[src/rtl/mem_io_pkg.sv]
// Shared definitions for the memory-mapped I/O slice.
// Defines the load-mux select codes driven by the address decoder and the
// I/O addresses the decoder compares against.
package mem_io_pkg;

  typedef enum logic [1:0] {
    MUX_SEL_RAM  = 2'b00,
    MUX_SEL_IN0  = 2'b01,
    MUX_SEL_IN1  = 2'b10,
    MUX_SEL_RSVD = 2'b11
  } mux_sel_e;

  localparam logic [31:0] IO_OUT_ADDR = 32'h0000_7FF0;
  localparam logic [31:0] IO_IN0_ADDR = 32'h0000_7FF4;
  localparam logic [31:0] IO_IN1_ADDR = 32'h0000_7FF8;

endpackage

[src/rtl/io_sync_chg.sv]
// Input-port synchronizer with change detection and a sticky change flag.
// Ports:
//   clk, rst_n : clock, asynchronous active-low reset
//   pin        : asynchronous user input
//   rd_clr     : the synchronized value is being read this cycle
//   sync       : last stage of the synchronizer chain
//   chg        : sticky flag, set when sync changes, cleared on read
module io_sync_chg #(
  parameter int unsigned IN_W        = 10,
  parameter int unsigned SYNC_STAGES = 2
) (
  input  logic            clk,
  input  logic            rst_n,
  input  logic [IN_W-1:0] pin,
  input  logic            rd_clr,
  output logic [IN_W-1:0] sync,
  output logic            chg
);

  logic [IN_W-1:0] chain_q [SYNC_STAGES];
  logic [IN_W-1:0] sync_prev_q;
  logic            changed;

  assign sync    = chain_q[SYNC_STAGES-1];
  assign changed = (sync != sync_prev_q);

  always_ff @(posedge clk or negedge rst_n) begin
    if (!rst_n) begin
      for (int unsigned i = 0; i < SYNC_STAGES; i++) chain_q[i] <= '0;
      sync_prev_q <= '0;
      chg         <= 1'b0;
    end else begin
      chain_q[0] <= pin;
      for (int unsigned i = 1; i < SYNC_STAGES; i++) chain_q[i] <= chain_q[i-1];
      sync_prev_q <= sync;
      // A change landing in the same cycle as a read must not be lost.
      if (changed)     chg <= 1'b1;
      else if (rd_clr) chg <= 1'b0;
    end
  end

endmodule

[src/rtl/mem_io_port_unit.sv]
// Memory-mapped I/O datapath behind the MIPS address decoder.
// Ports:
//   clk, rst_n          : clock, asynchronous active-low reset
//   out_en, mux_sel     : decoder strobes (output-port store, load source)
//   wdata, ram_rdata    : CPU store data, synchronous data-RAM read word
//   in_port0, in_port1  : asynchronous user inputs
//   out_ack, clr_ovf    : output-port consumer acknowledge, overflow clear
//   rd_data             : load data to the CPU (one cycle after mux_sel)
//   out_port, out_valid : registered output value and its pending flag
//   out_ovf             : sticky overwrite-before-ack flag
//   in0_chg, in1_chg    : sticky input-change flags
module mem_io_port_unit
  import mem_io_pkg::*;
#(
  parameter int unsigned DATA_W      = 32,
  parameter int unsigned IN_W        = 10,
  parameter int unsigned SYNC_STAGES = 2
) (
  input  logic              clk,
  input  logic              rst_n,
  input  logic              out_en,
  input  logic [1:0]        mux_sel,
  input  logic [DATA_W-1:0] wdata,
  input  logic [DATA_W-1:0] ram_rdata,
  input  logic [IN_W-1:0]   in_port0,
  input  logic [IN_W-1:0]   in_port1,
  input  logic              out_ack,
  input  logic              clr_ovf,
  output logic [DATA_W-1:0] rd_data,
  output logic [DATA_W-1:0] out_port,
  output logic              out_valid,
  output logic              out_ovf,
  output logic              in0_chg,
  output logic              in1_chg
);

  mux_sel_e        sel_q;
  logic [IN_W-1:0] sync0;
  logic [IN_W-1:0] sync1;
  logic            ovf_set;

  io_sync_chg #(.IN_W(IN_W), .SYNC_STAGES(SYNC_STAGES)) u_sync0 (
    .clk    (clk),
    .rst_n  (rst_n),
    .pin    (in_port0),
    .rd_clr (sel_q == MUX_SEL_IN0),
    .sync   (sync0),
    .chg    (in0_chg)
  );

  io_sync_chg #(.IN_W(IN_W), .SYNC_STAGES(SYNC_STAGES)) u_sync1 (
    .clk    (clk),
    .rst_n  (rst_n),
    .pin    (in_port1),
    .rd_clr (sel_q == MUX_SEL_IN1),
    .sync   (sync1),
    .chg    (in1_chg)
  );

  // Select is delayed one cycle to line up with the synchronous RAM.
  always_ff @(posedge clk or negedge rst_n) begin
    if (!rst_n) sel_q <= MUX_SEL_RAM;
    else        sel_q <= mux_sel_e'(mux_sel);
  end

  always_comb begin
    rd_data = '0;
    unique case (sel_q)
      MUX_SEL_RAM:  rd_data = ram_rdata;
      MUX_SEL_IN0:  rd_data = DATA_W'(sync0);
      MUX_SEL_IN1:  rd_data = DATA_W'(sync1);
      MUX_SEL_RSVD: rd_data = '0;
    endcase
  end

  // A simultaneous ack consumes the old value, so only an un-acked
  // overwrite counts as an overflow.
  assign ovf_set = out_en && out_valid && !out_ack;

  always_ff @(posedge clk or negedge rst_n) begin
    if (!rst_n) begin
      out_port  <= '0;
      out_valid <= 1'b0;
      out_ovf   <= 1'b0;
    end else begin
      if (out_en) begin
        out_port  <= wdata;
        out_valid <= 1'b1;
      end else if (out_ack) begin
        out_valid <= 1'b0;
      end
      if (ovf_set)      out_ovf <= 1'b1;
      else if (clr_ovf) out_ovf <= 1'b0;
    end
  end

endmodule

[config.mk]
export PLATFORM = sky130hd
export DESIGN_NAME = mem_io_port_unit
export DESIGN_NICKNAME = d
export VERILOG_FILES = /design/src/rtl/mem_io_pkg.sv /design/src/rtl/io_sync_chg.sv /design/src/rtl/mem_io_port_unit.sv
export SDC_FILE = /design/constraint.sdc
export NUM_CORES = 1
export LEC_CHECK = 0
export CORE_MARGIN = 2
export CORE_UTILIZATION = 41
export CTS_CLUSTER_SIZE = 10
export DETAILED_ROUTE_END_ITERATION = 8
export PLACE_DENSITY = 0.85
export SLEW_MARGIN = 20
export SYNTH_ARGS = -nofsm -noshare
export SYNTH_HDL_FRONTEND = slang
export SYNTH_SLANG_ARGS = --single-unit
[constraint.sdc]
create_clock -name clk -period 1.6 [get_ports clk]
set_input_delay 0.24 -clock clk [delete_from_list [all_inputs] [get_ports clk]]
set_output_delay 0.24 -clock clk [all_outputs]
set_load 0.01 [all_outputs]
Word level (Yosys, flattened, before mapping)
Index checks and enable logic that the tools add are counted.
{ "totals": {"register_bits": 98, "latchBits": 0, "mem_bits_rw": 0, "mem_bits_ro": 0, "in_bits": 91, "out_inout_bits": 68, "n_memories": 0} }
{ "op_classes": {"n_addsub": 0, "mul": 0, "n_div": 0, "n_lt_le_gt_ge": 0, "eq_ne": 5, "shift": 0, "n_mux": 9, "bitwise_logic": 0, "n_reduce_logical": 8} }
{ "op_table": {"columns": ["op", "n"], "rows": [
  ["32-bit case mux with 4 select lines", 1],
  ["10-bit inequality test", 2],
  ["1-bit two-way mux", 8],
  ["2-bit nonzero test", 4],
  ["2-bit == test, second input constant", 2],
  ["2-bit by 1-bit == test with 1-bit output, second input constant", 1],
  ["1-bit logical AND", 2],
  ["2-bit zero test", 1],
  ["1-bit zero test", 1]
]} }

Longest topological paths before layout
Gate-level depths: netlist (run 1).
{ "depth": {"depth_word": 3, "ltp_mapped": 4} }

Hierarchy
Synthesis (run 1) repeated with hierarchy kept, for this count alone.
{ "unflattened": {"cells_unflattened": 238, "area_unflattened_um2": 3647.2} }
{ "by_module_without_submodules": {"columns": ["module", "n_inst", "cells_each", "area_per_inst_um2"], "rows": [
  ["io_sync_chg", 2, 56, 968.4],
  ["mem_io_port_unit", 1, 126, 1710.4]
]} }

Least setup slack after synthesis (run 1)
Ideal clock, no wire load.
{ "synth_timing": {"path_kind": "reg2out", "from": "reg sel_q[1]", "to": "out rd_data[10]", "arrival_ns": 0.941, "t_required_ns": 1.360, "setup_slack_ns": 0.419, "stages_incl_launch_ff": 4, "cell_sequence": "dfrtp_1 -> nor2_1 -> clkbuf_1 -> and2_1"} }
{ "synth_between": {"elab_chain_cells": 2} }
{ "synth_rtl": {"columns": ["element", "line_no", "rtl"], "rows": [
  ["start, declared", "mem_io_port_unit.sv:37", "mux_sel_e sel_q;"],
  ["start signal, assigned", "mem_io_port_unit.sv:63", "else sel_q <= mux_sel_e'(mux_sel);"],
  ["2-bit == test, or another cell as far along", "mem_io_port_unit.sv:68", "unique case (sel_q)"],
  ["32-bit case mux with 4 select lines *", "mem_io_port_unit.sv:68", null],
  ["end, declared", "mem_io_port_unit.sv:29", "output logic [DATA_W-1:0] rd_data,"]
]} }
Mark *: on every way between the ends. The rest lies on a longest branch, timed or not.

Worst setup path in the final report (run 1)
{ "layout_timing": {"from": "reg sel_q[1]", "to": "out rd_data[16]"} }
The elaborated chain is that of the path after synthesis.

==> results of run 1 <==
power breakdown:
part	leakage (µW)	switching [µW]	internal, µW
Combinational	0.00121	325	569
Sequential	0.00114	99.3	2640
Clock	0.0000989	810	768
Total	0.00245	1230	3980
what timing repair did:
| action | in CTS | in global routing |
|---|---|---|
| hold endpoints to repair | 22 | 0 |
| gates resized for setup | 160 | 42 |
| setup buffers | 4 | 0 |
| setup endpoints to repair | 32 | 33 |
| hold buffers | 1 | 0 |
| gates cloned | 2 | 0 |
| pin swaps | 11 | 11 |
metrics by stage:
step | instances | setup TNS (ps) | utilization | power [µW] | area, µm²
3_3_place_gp | 492 | -3870 | 0.637 | 3610 | 5230
4_1_cts | 514 | -3310 | 0.665 | 5250 | 5470
2_1_floorplan | 227 | 0 | - | 3020 | 3460
5_1_grt | 514 | -4790 | 0.685 | 5450 | 5630
3_5_place_dp | 492 | -4620 | 0.637 | 3640 | 5230
6_report | 514 | -2900 | 0.685 | 5210 | 5630
state kept, by name, indices dropped and copies added (netlist names):
| name | count |
|---|---|
| u_sync0.chain_q | 10 |
| out_valid | 1 |
| u_sync1.chg | 1 |
| sel_q | 2 |
| u_sync0.sync | 10 |
| u_sync1.sync_prev_q | 10 |
| u_sync0.sync_prev_q | 10 |
| u_sync1.sync | 10 |
| u_sync1.chain_q | 10 |
| u_sync0.chg | 1 |
| out_port | 32 |
| out_ovf | 1 |
worst max-delay path, stage by stage, from the launching register on:
cell	delay, ps
dfrtp_2	470
nor2_4	220
buf_6	150
buf_6	90
and2_4	130
buf_6	90
kinds of logic after synthesis:
group,Yosys count
multiplexers,42
flip-flops,98
AND/OR/NAND/NOR,41
buffers and inverters,12
XOR/XNOR,20
AO/OA/AOI/OAI,14
cell type report:
class                   instances  area (µm²)
flip-flops and latches         98        2450
repair buffers                176        1760
inverters                       3        11.3
multi-input cells             117        1070
clock inverters                 5        63.8
fillers                       562        2590
well taps                     105         131
clock buffers                  10         138
synth_stat cells:
cell type	count	area, µm²
nor4_1	1	6.26
nand2_1	10	37.5
and2_1	22	138
a32o_1	1	10.0
dfrtp_1	98	2450
nand4_1	1	6.26
a2111oi_0	1	8.76
nor2_1	1	3.75
mux2_1	28	315
o2111ai_1	1	8.76
nor2b_2	1	8.76
inv_1	3	11.3
nand2b_1	1	6.26
buf_4	3	22.5
mux2i_1	10	100
xnor2_1	10	87.6
nand3_1	2	10.0
nor3_1	1	5.00
or3_1	1	6.26
o21ai_1	10	50.1
a21o_1	1	7.51
clkbuf_1	3	11.3
buf_2	3	15.0
xor2_1	10	87.6
mux2_2	4	45.0
layer usage:
metal  GRT usage  routed length (µm)  share of wire  up-vias
met3      0.0948                1230           0.15       10
li1            -                   -              -     1106
met2       0.317                3990           0.47      142
met1       0.194                3060           0.36     1154
met5           0                   0              0        -
met4      0.0786                 124          0.015        0
worst paths after layout:
kind / from / to / slack (ps)
max in group asynchronous: rst_n / out_port[3]$_DFFE_PN0P_ / 590
setup reg to reg: sel_q[1]$_DFF_PN0_ / u_sync0.chg$_DFFE_PN0P_ / 150
hold reg to reg: u_sync0.chain_q[11]$_DFF_PN0_ / u_sync0.sync[1]$_DFF_PN0_ / 350
min in group asynchronous: rst_n / u_sync1.chain_q[17]$_DFF_PN0_ / 330
hold / removal: in_port0[0] / u_sync0.chain_q[10]$_DFF_PN0_ / 310
setup / recovery: sel_q[1]$_DFF_PN0_ / rd_data[16] / -150
==> impl_metrics.csv, run 1 <==
group,metric,value,unit
routing,vias,2412,
critical_path,worstPathMaxFanout,6,
place,pre_cts_ws,-220,ps
global_routing,grt_pass1_vias,2662,
die,rows,33,
routing,wirelength,8.41,mm
place,portBuffers,158,
global_routing,antenna_found_initial,0,
routing,ant_nets,0,
yosys,synthMuxAreaShare,0.133,
yosys,syn-num-nets,318,
pwr,p_per_area,926,nW/µm²
routing,detail_route.wl_per_cell,16.4,µm
clock_tree,clk_pin_slew,100,ps
clock_tree,numCtsBuffers,9,
timing,setup_violations,31,
timing,finalWorstSetupSlack,-150,ps
routing,drt_iter0_drc,23,
critical_path,cp_data_arrival_time,1510,ps
yosys,synth_area,3460,µm²
global_routing,grt_pass1_wl,12.5,mm
yosys,synth.avg_cell_area,15.2,µm²
min_path,hold_path_class,"in2reg",
layout,layout_commonest_cell,"clkdlybuf4s50_1",
global_routing,grt_max_degree,48,
timing,tightestPinTransition,419,ps
pwr,p_leak,0.00245,µW
yosys,synthAdderAreaFrac,0,
timing,period_needed,1750,ps
min_path,min_path_cells,1,
routing,first_pass_iters,3,
global_routing,grt_overflow_total,0,
timing,fin_hold_ws,311,ps
yosys,synth_cell_types,25,
yosys,synthSimpleGateAreaFrac,0.0658,
clock_tree,cts_tree,"yes",
critical_path,critical_path_class,"reg2out",
yosys,synth_xor_xnor_area_share,0.0506,
timing,fmax,571,MHz
pwr,ir_drop,0.000529,V
layout,syn_to_final_growth,62.7,%
yosys,netlist_instances,227,
layout,n_antenna_cell,0,
yosys,synth-compound-area-share,0.0246,
place,place_congestion,0.726,
die,die_area,9190,µm²
critical_path,required,1360,ps
layout,final_nets,496,
yosys,ys_ff_latch,98,
status,outcome,"finished, violations left",
routing,drc,0,
clock_tree,root_buffer,"clkbuf_8",
timing,grt_setup_unrepaired,"yes",
timing,finClkSkew,8.18,ps
timing,slew_headroom,0.713,
yosys,ys_seq_area_frac,0.709,
yosys,yosysWarnings,0,
timing,finalHoldViolCount,0,
critical_path,reg2regPathDepth,5,
routing,routed_via_density,4.69,
status,violations,"setup timing",
clock_tree,insertion_delay,350,ps
place,hpwl,6.24,mm
die,coreArea,8220,µm²
timing,slew_viol_final,0,
die,start_util,0.421,
layout,most-common-layout-cells,"124 x clkdlybuf4s50_1, 97 x dfrtp_1, 32 x buf_6",
yosys,synth_top_family_by_area,"multiplexers",
global_routing,grt_usage,0.186,
critical_path,end_kind,"output pin",
layout,drive_gt1_frac,0.267,
die,ios,159,
clock_tree,clock-sinks,98,
die,die_h,95.9,µm
clock_tree,htree_levels,3,
critical_path,startpoint_type,"flop",
timing,fin_crit_sh,1.09,
die,die_w,95.9,µm
run,cap_violations,0,
clock_tree,cts_buffer_depth,2,
(Power assumes the default switching activity.)
==> inputs of run 2 (changes only) <==
--- a/config.mk
+++ b/config.mk
@@ -6,10 +6,11 @@
 export NUM_CORES = 1
 export LEC_CHECK = 0
 export CORE_MARGIN = 2
-export CORE_UTILIZATION = 41
+export CORE_UTILIZATION = 45
 export CTS_CLUSTER_SIZE = 10
 export DETAILED_ROUTE_END_ITERATION = 8
-export PLACE_DENSITY = 0.85
+export DONT_BUFFER_PORTS = 1
+export PLACE_DENSITY = 0.65
 export SLEW_MARGIN = 20
 export SYNTH_ARGS = -nofsm -noshare
 export SYNTH_HDL_FRONTEND = slang
==> impl_metrics.csv, run 2 (synthesis results as in run 1) <==
group,metric,value,unit
layout,layout_commonest_cell,"dfrtp_1",
timing,slew_headroom,0.721,
routing,ant_nets,0,
layout,largest_reg_flops,32,
global_routing,antenna_found_initial,0,
place,hpwl,4.28,mm
die,die_h,91.7,µm
layout,stdcell_count,380,
critical_path,end_kind,"output pin",
timing,slew_viol_final,0,
clock_tree,insertion_delay,340,ps
critical_path,worstPathMaxFanout,7,
routing,detail_route.wl_per_cell,17.1,µm
min_path,hold_path_class,"in2async",
critical_path,cp-endpoint,"rd_data[8]",
timing,period_needed,1590,ps
critical_path,reg2reg_from,"out_port[9]$_DFFE_PN0P_",
critical_path,reg2reg_slack,200,ps
routing,vias,1900,
critical_path,cp_num_cells,3,
timing,finClkSkew,7.68,ps
global_routing,grt_pass1_wl,9.69,mm
critical_path,reg2reg_to,"out_port[9]$_DFFE_PN0P_",
timing,tightestPinTransition,408,ps
place,portBuffers,0,
run,cap_violations,0,
clock_tree,root_buffer,"clkbuf_8",
critical_path,critPathMaxStageDelay,490,ps
global_routing,grt_pass1_vias,1969,
global_routing,grt_overflow_total,0,
routing,wirelength,6.48,mm
layout,drive_gt1_frac,0.242,
die,die_w,91.7,µm
timing,grt_setup_unrepaired,"yes",
critical_path,cp_slowest_cell,"dfrtp_2",
layout,largest-register,"out_port",
critical_path,crit_chain,"buf_4, mux2i_2, o21ai_2",
routing,drc,0,
layout,most-common-layout-cells,"96 x dfrtp_1, 38 x dlygate4sd3_1, 28 x mux2_1",
pwr,p_per_area,1100,nW/µm²
routing,drt_iter0_drc,75,
critical_path,cp_data_arrival_time,1350,ps
timing,finalWorstSetupSlack,5.02,ps
die,die_area,8410,µm²
layout,fin_util,0.592,
routing,first_pass_iters,4,
die,start_util,0.472,
critical_path,path_delay_family,"flip-flops",
timing,fmax,627,MHz
status,outcome,"finished, violations left",
layout,final_nets,368,
clock_tree,clk_pin_slew,80,ps
pwr,p_leak,0.00188,µW
global_routing,grt_max_degree,99,
pwr,power,4770,µW
clock_tree,cts_buffer_depth,2,
clock_tree,numCtsBuffers,9,
place,pre_cts_ws,289,ps
timing,finalHoldViolCount,98,
timing,setup_violations,0,
critical_path,crit_buf_inv,1,
clock_tree,cts_tree,"yes",
timing,fin_crit_sh,0.997,
die,coreArea,7330,µm²
die,rows,31,
critical_path,required,1360,ps
clock_tree,clock-sinks,98,
critical_path,reg2regPathDepth,2,
place,place_congestion,0.698,
critical_path,startpoint_type,"flop",
critical_path,critical_path_class,"reg2out",
pwr,ir_drop,0.000694,V
clock_tree,htree_levels,3,
status,violations,"hold timing",
global_routing,grt_usage,0.151,
die,ios,159,
timing,fin_hold_ws,-414,ps
layout,syn_to_final_growth,25.3,%
routing,routed_via_density,5.00,
layout,n_antenna_cell,0,
critical_path,crit_start,"sel_q[1]$_DFF_PN0_",
place,place_inst,322,
[run 2: changes by cell type in the layout (fill, tap and decap cells not counted), sizes merged]
cell,previous run,this run
clkdlybuf4s50,124,0
buf,49,10
dlygate4sd3,1,38
clkbuf,10,12
bufinv,1,2
clkdlybuf4s15,1,0
clkinv,2,1
clkinvlp,1,0
dlymetal6s2s,1,0
inv,4,3
[run 2: layout make-up]
type / instances / area, µm²
multi-input combinational: 117 / 1080
fill: 579 / 2990
tap: 99 / 124
clock buffer: 12 / 135
clock inverter: 3 / 65.1
timing repair buffer: 48 / 470
sequential: 98 / 2450
inverter: 3 / 11.3
[run 2: where the power goes]
part	switching [µW]	internal (µW)	leakage, µW
registers	152	2640	0.00114
logic	134	230	0.000640
clock network	743	872	0.000100
[run 2: metal layers]
layer / track usage / vias to the layer above / routed length [µm]
met1: 0.187 / 940 / 2670
met2: 0.231 / 103 / 3090
met3: 0.0789 / 9 / 635
li1: - / 848 / -
met5: 0 / - / 0
met4: 0.0485 / 0 / 88
[run 2: timing repair]
| action | CTS | global route |
|---|---|---|
| pin swaps | 0 | 5 |
| hold buffers | 26 | 12 |
| setup endpoints to repair | 30 | 32 |
| cloned | 0 | 1 |
| resized for setup | 14 | 35 |
| setup buffers | 2 | 2 |
| hold endpoints to repair | 124 | 109 |
[run 2: worst min-delay path by stage]
stage,start,endpoint,slack [ps],depth (start not counted)
3_5_place_dp,rst_n,u_sync0.sync[9]$_DFF_PN0_,-50,0
4_1_cts,rst_n,u_sync0.sync[9]$_DFF_PN0_,-440,0
6_report,rst_n,u_sync0.sync_prev_q[7]$_DFF_PN0_,-410,0
2_1_floorplan,rst_n,out_ovf$_DFFE_PN0P_,-60,0
3_3_place_gp,rst_n,u_sync0.sync_prev_q[7]$_DFF_PN0_,-50,0
5_1_grt,rst_n,u_sync0.sync[9]$_DFF_PN0_,-460,0
[run 2: stage by stage]
| stage | cell area (µm²) | TNS [ps] |
|---|---|---|
| 3_3_place_gp | 3570 | 0 |
| 3_5_place_dp | 3570 | 0 |
| 4_1_cts | 4100 | -2.44 |
| 5_1_grt | 4340 | -1220 |
| 2_1_floorplan | 3460 | 0 |
| 6_report | 4340 | 0 |
==> patch, RTL diff (settings of run 1) <==
`SYNC_STAGES` is set to 2 in 2 places; all go to 4.
--- a/src/rtl/io_sync_chg.sv
+++ b/src/rtl/io_sync_chg.sv
@@ -7,7 +7,7 @@
 //   chg        : sticky flag, set when sync changes, cleared on read
 module io_sync_chg #(
   parameter int unsigned IN_W        = 10,
-  parameter int unsigned SYNC_STAGES = 2
+  parameter int unsigned SYNC_STAGES = 4
 ) (
   input  logic            clk,
   input  logic            rst_n,
--- a/src/rtl/mem_io_port_unit.sv
+++ b/src/rtl/mem_io_port_unit.sv
@@ -14,7 +14,7 @@
 #(
   parameter int unsigned DATA_W      = 32,
   parameter int unsigned IN_W        = 10,
-  parameter int unsigned SYNC_STAGES = 2
+  parameter int unsigned SYNC_STAGES = 4
 ) (
   input  logic              clk,
   input  logic              rst_n,
Formal check against the unedited RTL: not equivalent (Yosys sat finds a counterexample within 4 cycles, from zero or initial values and one cycle with rst_n low).
==> patch against run 1 <==
- the run still ends with setup timing left
- synthesized area is 29% higher
- cell count is 19% higher
- utilization fell by 3.1 points
- design area grew 25%
- setup slack got worse by 0.13 ns
- power is 56% higher
- worst hold slack lost 0.14 ns
- sequential cell count up 40
- global-route usage shrank 2.5 points
- wire length up 15%
- via count increased by 16%
- critical endpoint is now rd_data[23]
==> patch: results (changes against run 1) <==
flop2flop setup slack 0.04 ns (was 0.15 ns); fraction of the mapped netlist area in adder cells 0 (unchanged); total CTS buffers 17 (was 9); post_cts resized 178 (was 160); largest net degree at the start of global routing 47 (was 48); Compound-Gate Fraction of Synth Area 0.01907 (was 0.02458); clk slew on worst S/H paths 0.06 ns (was 0.10 ns); Area contributors post-synth dfrtp_1 77%, mux2_1 7.1%, and2_1 3.1% (was dfrtp_1 71%, mux2_1 9.1%, and2_1 4.0%); worst hold slack 0.1723 ns (was 0.3107 ns); failing checks setup timing (unchanged); slowest stage delay, CP 0.42 ns (was 0.47 ns); placed cells 569 (was 492); cell count after synthesis 267 (was 227); Post-CTS Setup Bufs 5 (was 4); min-delay src in_port1[3] (was in_port0[0]); RePlAce Congestion 0.7827 (was 0.7262); CP arrival 1.64 ns (was 1.51 ns); H-tree lvl count 4 (was 3); first-pass GRT wire length 14010 um (was 12540 um); multiplexer share of the synthesized area 0.1032 (was 0.1330); worst hold path endpoint u_sync1.chain_q[33]$_DFF_PN0_ (was u_sync0.chain_q[10]$_DFF_PN0_); Placement Cell Area 6306 sq um (was 5230 sq um); share of post-route cells with drive strength above 1 0.2702 (was 0.2665); P_leak 3.144 nW (was 2.449 nW); dpl hpwl 6541 um (was 6237 um); dpl ws -0.1252 ns (was -0.2196 ns); capture point of the worst reg-to-reg path u_sync1.chg$_DFFE_PN0P_ (was u_sync0.chg$_DFFE_PN0P_); status complete, but fails checks (unchanged); setup ws final -0.2833 ns (was -0.1503 ns); most common library cells after synthesis 138 x dfrtp_1, 28 x mux2_1, 22 x and2_1 (was 98 x dfrtp_1, 28 x mux2_1, 22 x and2_1); Setup Skew 0.006665 ns (was 0.008180 ns); post-synthesis net count 358 (was 318); TNS Setup -8.234 ns (was -2.903 ns); crit path launch sel_q[1]$_DFF_PN0_ (unchanged); First DRT Iteration DRCs 111 (was 23); Post-Synth XOR/XNOR Area 0.03926 (was 0.05061); Skew-Pair Late Insertion Delay 0.50 ns (was 0.35 ns); vias in the first global route 2958 (was 2662); Reg2Reg Depth 6 (was 5); Top delay family on crit path flip-flops (unchanged); detailed-route wire length 9660 um (was 8410 um); GRT Total Usage 0.1610 (was 0.1863); Final #Nets 548 (was 496); Seq/Total Area, Yosys 0.7740 (was 0.7086); fill count 801 (was 562); sw frac 0.2407 (was 0.2369); fin cells 610 (was 514); Final setup viols 32 (was 31); R2R Path Start sel_q[0]$_DFF_PN0_ (was sel_q[1]$_DFF_PN0_); drt first pass iters 4 (was 3); Design Area, Final 7030 sq um (was 5629 sq um); via count 2803 (was 2412); worst slew pin tran 0.3954 ns (was 0.4191 ns)
-- patch: logic make-up after synthesis --
logic type                count (synthesis)
AOI/OAI and AO/OA                        14
and+or+nand+nor                          41
muxes                                    42
buffers and inverters                    12
xor gates and xnor gates                 20
DFF                                     138
-- patch: layer usage --
metal | wire [um] | track usage | up-vias
met1 | 3318 | 0.1621 | 1404
li1 | - | - | 1270
met2 | 5534 | 0.3046 | 113
met5 | 0 | 0 | -
met3 | 665 | 0.05485 | 16
met4 | 141 | 0.06044 | 0
-- patch: power groups by stage --
stage | combinational (W) | sequential [W] | clock (W)
CTS | 0.000803 | 0.00381 | 0.00357
global placement | 0.000845 | 0.00386 | 0
floorplan | 0.000217 | 0.00389 | 0
detailed placement | 0.000869 | 0.00388 | 0
global route | 0.000940 | 0.00383 | 0.00376
finish | 0.000871 | 0.00381 | 0.00346
-- patch: worst max path at each step --
stage	to	slack, ns	depth (start not counted)
after global routing	rd_data[22]	-0.36	5
after global placement	rd_data[4]	-0.1	4
after detailed placement	rd_data[4]	-0.13	4
after floorplan	rd_data[10]	0.42	3
final	rd_data[23]	-0.28	5
after CTS	rd_data[20]	-0.31	5
-- patch: worst register-to-register path, stage by stage (launching register included) --
cell       delay, ns
dfrtp_1         0.40
buf_6           0.13
buf_4           0.13
buf_6           0.12
nand2b_1        0.18
a2111oi_4       0.34
nand3_1         0.12
-- patch: layout make-up --
type,instances,area share
Clock buffer,17,0.05891
Clock inverter,15,0.01815
Inverter,3,0.001602
Multi-Input combinational cell,117,0.1518
Sequential cell,138,0.4914
Tap cell,140,0.02492
Timing Repair Buffer,180,0.2532
